**src/rtl/pgr_apb_arb_2m.sv**
```systemverilog
// -----------------------------------------------------------------------------
// pgr_apb_arb_2m
//
// Two-master round-robin arbiter for the shared register bus used by the
// UART-to-register control path. One transaction is in flight at a time. The
// arbiter runs the setup/access phases itself and returns read data plus a
// one-cycle completion strobe to the master that won.
//
// Optional feature macro: PGR_APB_ARB_TIMEOUT_EN
//   defined   : access-phase watchdog aborts after TIMEOUT cycles, sets mN_err
//   undefined : ACCESS waits on p_rdy indefinitely, mN_err tied to 0
//
// Parameters
//   AW       address width
//   DW       data width
//   TIMEOUT  access-phase cycles before abort (>=2, watchdog builds only)
//
// Ports
//   clk, rst            clock, synchronous active-high reset
//   mN_ce               request, held until mN_rdy
//   mN_addr/wdata/we    request attributes, stable while mN_ce=1
//   mN_rdy              one-cycle completion strobe
//   mN_rdata            read data, held until the next completion to mN
//   mN_err              watchdog abort flag, valid with mN_rdy
//   p_ce/p_enable/p_we  slave bus controls
//   p_addr/p_wdata      slave address / write data
//   p_rdy/p_rdata       slave ready / read data
//   busy                high whenever the FSM is not IDLE
//   gnt                 one-hot owner, 00 when idle
// -----------------------------------------------------------------------------
module pgr_apb_arb_2m #(
    parameter int AW      = 24,
    parameter int DW      = 32,
    parameter int TIMEOUT = 1024
) (
    input  logic          clk,
    input  logic          rst,
    input  logic          m0_ce,
    input  logic [AW-1:0] m0_addr,
    input  logic [DW-1:0] m0_wdata,
    input  logic          m0_we,
    output logic          m0_rdy,
    output logic [DW-1:0] m0_rdata,
    output logic          m0_err,
    input  logic          m1_ce,
    input  logic [AW-1:0] m1_addr,
    input  logic [DW-1:0] m1_wdata,
    input  logic          m1_we,
    output logic          m1_rdy,
    output logic [DW-1:0] m1_rdata,
    output logic          m1_err,
    output logic          p_ce,
    output logic          p_enable,
    output logic          p_we,
    output logic [AW-1:0] p_addr,
    output logic [DW-1:0] p_wdata,
    input  logic          p_rdy,
    input  logic [DW-1:0] p_rdata,
    output logic          busy,
    output logic [1:0]    gnt
);

    typedef enum logic [1:0] {IDLE, SETUP, ACCESS, RESP} state_t;

    state_t        r_state;
    state_t        w_nextState;
    logic          w_start;
    logic          w_win;
    logic          w_cpl;
    logic          w_toHit;
    logic          w_ceNext;
    logic          w_enNext;
    logic          w_respNext;
    logic          w_abort;
    logic          w_load;

    logic          r_owner;
    logic          r_lastGnt;
    logic          r_cpl;
    logic [DW-1:0] r_capData;
    logic          r_pCe;
    logic          r_pEnable;
    logic          r_pWe;
    logic [AW-1:0] r_pAddr;
    logic [DW-1:0] r_pWdata;
    logic          r_m0Rdy;
    logic          r_m1Rdy;
    logic [DW-1:0] r_m0Rdata;
    logic [DW-1:0] r_m1Rdata;
    logic          r_busy;
    logic [1:0]    r_gnt;

`ifdef PGR_APB_ARB_TIMEOUT_EN
    localparam int              CNT_W   = $clog2(TIMEOUT);
    localparam logic [CNT_W-1:0] CNT_MAX = CNT_W'(TIMEOUT - 1);

    logic [CNT_W-1:0] r_toCnt;
    logic             r_capErr;
    logic             r_m0Err;
    logic             r_m1Err;

    // Watchdog: restarts when ACCESS is entered and counts every access
    // cycle in which the slave has not answered yet.
    always_ff @(posedge clk) begin
        if (rst) begin
            r_toCnt <= '0;
        end else if (r_state == SETUP) begin
            r_toCnt <= '0;
        end else if (r_state == ACCESS && !r_cpl && !p_rdy) begin
            r_toCnt <= r_toCnt + 1'b1;
        end
    end

    assign w_abort = r_capErr;
    assign m0_err  = r_m0Err;
    assign m1_err  = r_m1Err;
`else
    assign w_abort = 1'b0;
    assign m0_err  = 1'b0;
    assign m1_err  = 1'b0;
`endif

    // Next-state and next-output decode. ACCESS spends one extra cycle
    // (r_cpl) after the slave answers, with the bus already released, so
    // the completion strobe and read data come out of registers.
    always_comb begin
        w_nextState = r_state;
        w_start     = 1'b0;
        w_win       = r_owner;
        w_cpl       = 1'b0;
        w_toHit     = 1'b0;
        case (r_state)
            IDLE: begin
                if (m0_ce || m1_ce) begin
                    w_start     = 1'b1;
                    w_win       = (m0_ce && m1_ce) ? ~r_lastGnt : m1_ce;
                    w_nextState = SETUP;
                end
            end
            SETUP: begin
                w_nextState = ACCESS;
            end
            ACCESS: begin
                if (r_cpl) begin
                    w_nextState = RESP;
                end else if (p_rdy) begin
                    w_cpl = 1'b1;
                end
`ifdef PGR_APB_ARB_TIMEOUT_EN
                else if (r_toCnt == CNT_MAX) begin
                    w_toHit = 1'b1;
                end
`endif
            end
            RESP: begin
                w_nextState = IDLE;
            end
            default: begin
                w_nextState = IDLE;
            end
        endcase
        w_enNext   = (w_nextState == ACCESS) && !w_cpl && !w_toHit;
        w_ceNext   = (w_nextState == SETUP) || w_enNext;
        w_respNext = (r_state == ACCESS) && r_cpl;
        w_load     = w_respNext && (!r_pWe || w_abort);
    end

    // State register.
    always_ff @(posedge clk) begin
        if (rst) begin
            r_state <= IDLE;
        end else begin
            r_state <= w_nextState;
        end
    end

    // Registered outputs and transaction context. The p_* attributes are
    // latched only when a new winner is chosen, so they stay put from
    // SETUP through RESP and beyond.
    always_ff @(posedge clk) begin
        if (rst) begin
            r_owner   <= 1'b0;
            r_lastGnt <= 1'b1;
            r_cpl     <= 1'b0;
            r_capData <= '0;
            r_pCe     <= 1'b0;
            r_pEnable <= 1'b0;
            r_pWe     <= 1'b0;
            r_pAddr   <= '0;
            r_pWdata  <= '0;
            r_m0Rdy   <= 1'b0;
            r_m1Rdy   <= 1'b0;
            r_m0Rdata <= '0;
            r_m1Rdata <= '0;
            r_busy    <= 1'b0;
            r_gnt     <= 2'b00;
`ifdef PGR_APB_ARB_TIMEOUT_EN
            r_capErr  <= 1'b0;
            r_m0Err   <= 1'b0;
            r_m1Err   <= 1'b0;
`endif
        end else begin
            r_pCe     <= w_ceNext;
            r_pEnable <= w_enNext;
            r_busy    <= (w_nextState != IDLE);
            r_gnt     <= (w_nextState == IDLE) ? 2'b00 : (w_win ? 2'b10 : 2'b01);
            r_cpl     <= w_cpl || w_toHit;
            r_m0Rdy   <= w_respNext && !r_owner;
            r_m1Rdy   <= w_respNext && r_owner;
            if (w_start) begin
                r_owner  <= w_win;
                r_pAddr  <= w_win ? m1_addr  : m0_addr;
                r_pWdata <= w_win ? m1_wdata : m0_wdata;
                r_pWe    <= w_win ? m1_we    : m0_we;
            end
            if (w_cpl) begin
                r_capData <= p_rdata;
            end else if (w_toHit) begin
                r_capData <= '0;
            end
            if (w_load && !r_owner) begin
                r_m0Rdata <= r_capData;
            end
            if (w_load && r_owner) begin
                r_m1Rdata <= r_capData;
            end
            if (r_state == RESP) begin
                r_lastGnt <= r_owner;
            end
`ifdef PGR_APB_ARB_TIMEOUT_EN
            if (w_cpl || w_toHit) begin
                r_capErr <= w_toHit;
            end
            r_m0Err <= w_respNext && !r_owner && r_capErr;
            r_m1Err <= w_respNext && r_owner && r_capErr;
`endif
        end
    end

    assign p_ce     = r_pCe;
    assign p_enable = r_pEnable;
    assign p_we     = r_pWe;
    assign p_addr   = r_pAddr;
    assign p_wdata  = r_pWdata;
    assign m0_rdy   = r_m0Rdy;
    assign m1_rdy   = r_m1Rdy;
    assign m0_rdata = r_m0Rdata;
    assign m1_rdata = r_m1Rdata;
    assign busy     = r_busy;
    assign gnt      = r_gnt;

endmodule

```
**config.mk**
```make
export PLATFORM = sky130hd
export DESIGN_NAME = pgr_apb_arb_2m
export DESIGN_NICKNAME = d
export VERILOG_FILES = /design/src/rtl/pgr_apb_arb_2m.sv
export SDC_FILE = /design/constraint.sdc
export NUM_CORES = 1
export LEC_CHECK = 0
export CORE_UTILIZATION = 30
export CTS_BUF_LIST = sky130_fd_sc_hd__clkbuf_4 sky130_fd_sc_hd__clkbuf_8 sky130_fd_sc_hd__clkbuf_16
export DETAILED_ROUTE_END_ITERATION = 10
export SYNTH_ARGS = -nofsm -noshare
export SYNTH_HDL_FRONTEND = slang
export SYNTH_SLANG_ARGS = --single-unit
```
**constraint.sdc**
```tcl
create_clock -name clk -period 1.8 [get_ports clk]
set_input_delay 0.36 -clock clk [delete_from_list [all_inputs] [get_ports clk]]
set_output_delay 0.36 -clock clk [all_outputs]
set_load 0.02 [all_outputs]
```
==> qor_table.md <==
| Group | Result | This run |
|:---|:---|:---|
| outcome | Status | finished clean |
| cts | CTS buffer count | 17 |
| routing | Routed wire length on met3 | 1750 um |
| synth | Post-synthesis sequential area ratio | 50.8% |
| synth | Yosys cell types | 36 |
| cts | Clock insertion delay at the later pin of the skew report | 430 ps |
| critical path | Logic depth of the worst register-to-register path | 6 |
| critical path | Startpoint of the lowest-slack register-to-register path | r_state[0] |
| routing | Routed wire length | 21400 um |
| finish | Most frequent standard cell in the layout excluding fill and tap cells | sky130_fd_sc_hd__clkdlybuf4s50_1 |
| critical path | Critical-path cell list | clkdlybuf4s50_1 |
| routing | Initial detailed-routing violation count | 282 |
| timing | Number of hold-slack violations in the final timing report | 0 |
| power | Worst supply voltage drop on vdd | 541 uV |
| routing | Wire length on met2 | 10100 um |
| routing | Vias per cell | 4.84 |
| power | P_int | 7300 uW |
| cts | Number of levels the H-tree was split into | 4 |
| timing | Worst path setup slack after routing | 45.3 ps |
| timing | Final Max Slew Viols | 0 |
| grt | Initial antenna violation count | 1 |
| critical path | Data required time at the worst endpoint | 1440 ps |
| run | # Max-Cap Violations | 0 |
| finish | Filler instances | 2107 |
| power | Switching power summed over all nets | 3310 uW |
| critical path | Worst setup slack for register-to-register paths | 170 ps |
| synth | Synth Warn # | 0 |
| power | Power Density | 1030 nW/um^2 |
| timing | Setup skew after layout | 14.5 ps |
| synth | Post-Synthesis Cell Area | 6510 sq um |
| synth | Gate count after technology mapping | 804 |
| finish | Leading cell types in the layout, fill and taps excluded | sky130_fd_sc_hd__clkdlybuf4s50_1, sky130_fd_sc_hd__nand2_1, sky130_fd_sc_hd__dfxtp_1 |
| critical path | Critical path class | flip-flop to primary output |
| critical path | Delay of the slowest critical-path stage | 640 ps |
| finish | Cell area after layout | 10300 sq um |
| synth | Seq cells post-synth | 165 |
| routing | Drt wl/cell | 15.9 um |
| power | Leakage Power | 0.00388 uW |
| power | Switching power share of the total | 31.2% |
| die | Die width | 149 um |
| grt | Pin count of the biggest net entering global routing | 69 |
| synth | Number of flops mapped to enable cells by yosys | 0 |
| die | Core footprint | 21200 sq um |
| timing | Minimum period implied by the final worst setup slack | 1750 ps |
| cts | Clock tree from TritonCTS | built |
| routing | Antenna Violating Nets Remaining | 0 |
| finish | Layout net count | 1213 |
| synth | Share of the synthesized area in the top cell type | 50.8% |
| placed design | Routability cong. | 0.780 |
| routing | Uppermost layer routed | met4 |
| grt | Vias in the first global route | 6262 |
| critical path | Buffer and inverter count on the worst path | 1 |
| placed design | Worst setup timing slack at the placement stage | -93.5 ps |
| synth | Top post-synthesis cells by area | sky130_fd_sc_hd__dfxtp_1, sky130_fd_sc_hd__nand2_1, sky130_fd_sc_hd__a21oi_1 |
| die | DIE HEIGHT | 149 um |
| timing | Sum Neg Setup Slack | 0 ps |
| timing | Achievable clock frequency | 0.570 GHz |
| grt | Overall track demand over capacity in global routing | 19.1% |
| timing | Unrepaired setup endpoints after global routing | false |
| routing | Routed via count | 6515 |
| placed design | Placed Area | 9700 sq um |
| routing | Number of iterations in the first detailed-routing pass | 4 |
| critical path | Critical path startpoint category | flip-flop |
| worst hold path | Worst min-delay path category | input pin to flip-flop |
| worst hold path | Worst hold endpoint | r_cpl |
| routing | DRC errors left | 0 |
| critical path | Critical path peak fanout | 2 |
| die | Starting density of the core | 30.8% |
| worst hold path | Cells on Worst Hold Path | 2 |
| critical path | Cell at the slowest stage of the critical path | sky130_fd_sc_hd__clkdlybuf4s50_1 |
| die | Die area | 22300 sq um |
| routing | Met1 Wirelength | 9200 um |
| placed design | Detailed placer's ending HPWL | 14800 um |
| power | Combinational cell fraction of total power | 27.6% |
| critical path | CP endpoint kind | primary output |
| cts | Worst-case clock buffer depth | 2 |
| timing | Part of the cycle the worst path needs | 97.5% |
| die | Top-level port count | 281 |
| worst hold path | Hold path startpoint | rst |
| cts | Clock slew at the register clock pins of the worst setup and hold paths | 70 ps |
| placed design | I/O Buffers | 278 |
| synth | Top cell type by total area after synthesis | sky130_fd_sc_hd__dfxtp_1 |
| grt | Overflow left after global routing | 0 |
| cts | Post-cts hold buffer count | 0 |
| power | Proportion of power drawn by flip-flops and latches | 40.0% |
| synth | Synthesized area divided by synthesized cell count | 8.09 sq um |
| critical path | Largest delay contributor family on the critical path | buffers and inverters |
| finish | Layout cell share with drive strength beyond 1 | 7.47% |
| critical path | Worst r2r dst | p_addr[5] |
| timing | Number of failing setup endpoints in the final timing report | 0 |
| power | Final total power | 10600 uW |
| critical path | Worst path arrival time | 1390 ps |
| critical path | Number of stages on the worst setup path | 1 |
| finish | Signed area change from the synthesized netlist to the final layout | 58.5% |
| power | Portion of total power attributed to the clock network | 32.4% |
| critical path | Origin of the worst setup path | p_addr[15] |
| synth | Fraction of synthesis flops using an asynchronous set or reset pin | 0% |
| synth | Ys flop type | sky130_fd_sc_hd__dfxtp_1 |
| cts | Number of sinks on the clock net | 165 |
| grt | Global-route wire length before repair | 33000 um |
| cts | Buffer cell driving the clock tree root | sky130_fd_sc_hd__clkbuf_16 |
| die | Row count | 53 |
==> sequential cells by signal, indices dropped and copies added, names as in the netlist <==
| register | count |
|---|---|
| m1_rdata | 32 |
| r_lastGnt | 1 |
| r_state | 2 |
| p_wdata | 32 |
| r_cpl | 1 |
| p_addr | 24 |
| r_owner | 1 |
| r_capData | 32 |
| p_ce | 1 |
| m0_rdata | 32 |
| busy | 1 |
| p_we | 1 |
| m1_rdy | 1 |
| m0_rdy | 1 |
| p_enable | 1 |
| gnt | 2 |
==> metrics by stage <==
stage / util (%) / hold WS [ps] / std cells
after CTS: 48.4 / 331 / 1344
after detailed placement: 45.8 / 446 / 1312
after floorplan: - / 445 / 805
after global routing: 48.8 / 356 / 1347
final: 48.8 / 343 / 1347
after global placement: 45.8 / 441 / 1312
==> cell usage after synthesis (2+ instances only) <==
cell type / number
sky130_fd_sc_hd__nand3_1: 57
sky130_fd_sc_hd__nand2b_1: 2
sky130_fd_sc_hd__nor2b_1: 2
sky130_fd_sc_hd__buf_6: 6
sky130_fd_sc_hd__a311oi_2: 2
sky130_fd_sc_hd__o21ai_1: 24
sky130_fd_sc_hd__nor2_1: 62
sky130_fd_sc_hd__buf_2: 32
sky130_fd_sc_hd__dfxtp_1: 165
sky130_fd_sc_hd__clkbuf_2: 2
sky130_fd_sc_hd__a21oi_1: 98
sky130_fd_sc_hd__nor3_1: 4
sky130_fd_sc_hd__inv_1: 4
sky130_fd_sc_hd__nand2_1: 194
sky130_fd_sc_hd__o21ai_0: 35
sky130_fd_sc_hd__a311oi_1: 55
sky130_fd_sc_hd__buf_4: 7
sky130_fd_sc_hd__buf_1: 5
sky130_fd_sc_hd__ha_1: 4
sky130_fd_sc_hd__clkbuf_1: 28
==> worst reg2reg max path, delay by kind of cell (launching register included) <==
kind | cells | cell delay, ps
compound gates | 1 | 270
fa+ha+maj | 1 | 260
buf+inv | 2 | 320
flops | 1 | 350
simple gates | 2 | 340
==> how the worst max path moves through the flow <==
stage	endpoint	slack, ps
after floorplan	p_addr[2]	290
after detailed placement	p_wdata[27]	-90
after global routing	m0_rdata[31]	0.3
after CTS	m0_rdata[29]	0.4
after global placement	p_addr[13]	-40
final	p_addr[15]	50
==> logic make-up (layout without fill, tap and decap cells) <==
kind of cell	Yosys count	after routing	synth area share, %
and+or+nand+nor	331	331	21.2
adders and majority gates	4	4	0.769
muxes	1	1	0.173
other	1	3	0.0576
AOI/OAI and AO/OA	218	218	20.5
DFF	165	165	50.8
buffers and inverters	84	350	6.60
==> power groups by stage <==
stage	clock network (uW)	logic [uW]	registers, uW
2_1_floorplan	0	1190	4670
3_3_place_gp	0	2960	4320
3_5_place_dp	0	2960	4330
4_1_cts	3550	2950	4250
5_1_grt	3720	3170	4290
6_report	3440	2930	4240
==> cell type report <==
| cell class | instances | area, sq um | share of cell area, % |
|---|---|---|---|
| clock inverters | 12 | 95.1 | 0.922 |
| diodes | 1 | 2.50 | 0.0243 |
| well taps | 275 | 344 | 3.34 |
| flip-flops and latches | 165 | 3300 | 32.0 |
| multi-input cells | 556 | 2810 | 27.2 |
| inverters | 4 | 15.0 | 0.146 |
| clock buffers | 20 | 460 | 4.46 |
| repair buffers | 314 | 3290 | 31.9 |
==> routing by layer <==
metal | track usage, % | vias up
li1 | - | 3282
met2 | 31.7 | 223
met4 | 5.92 | 0
met3 | 7.40 | 16
met1 | 22.7 | 2994
met5 | 0 | -
==> repair_timing <==
| item | in CTS | in global routing |
|---|---|---|
| setup endpoints to repair | 11 | 67 |
| pin swaps | 0 | 1 |
| resized for setup | 9 | 20 |
| buffers inserted | 0 | 2 |
No activity file was read; power rests on OpenSTA's default activity.
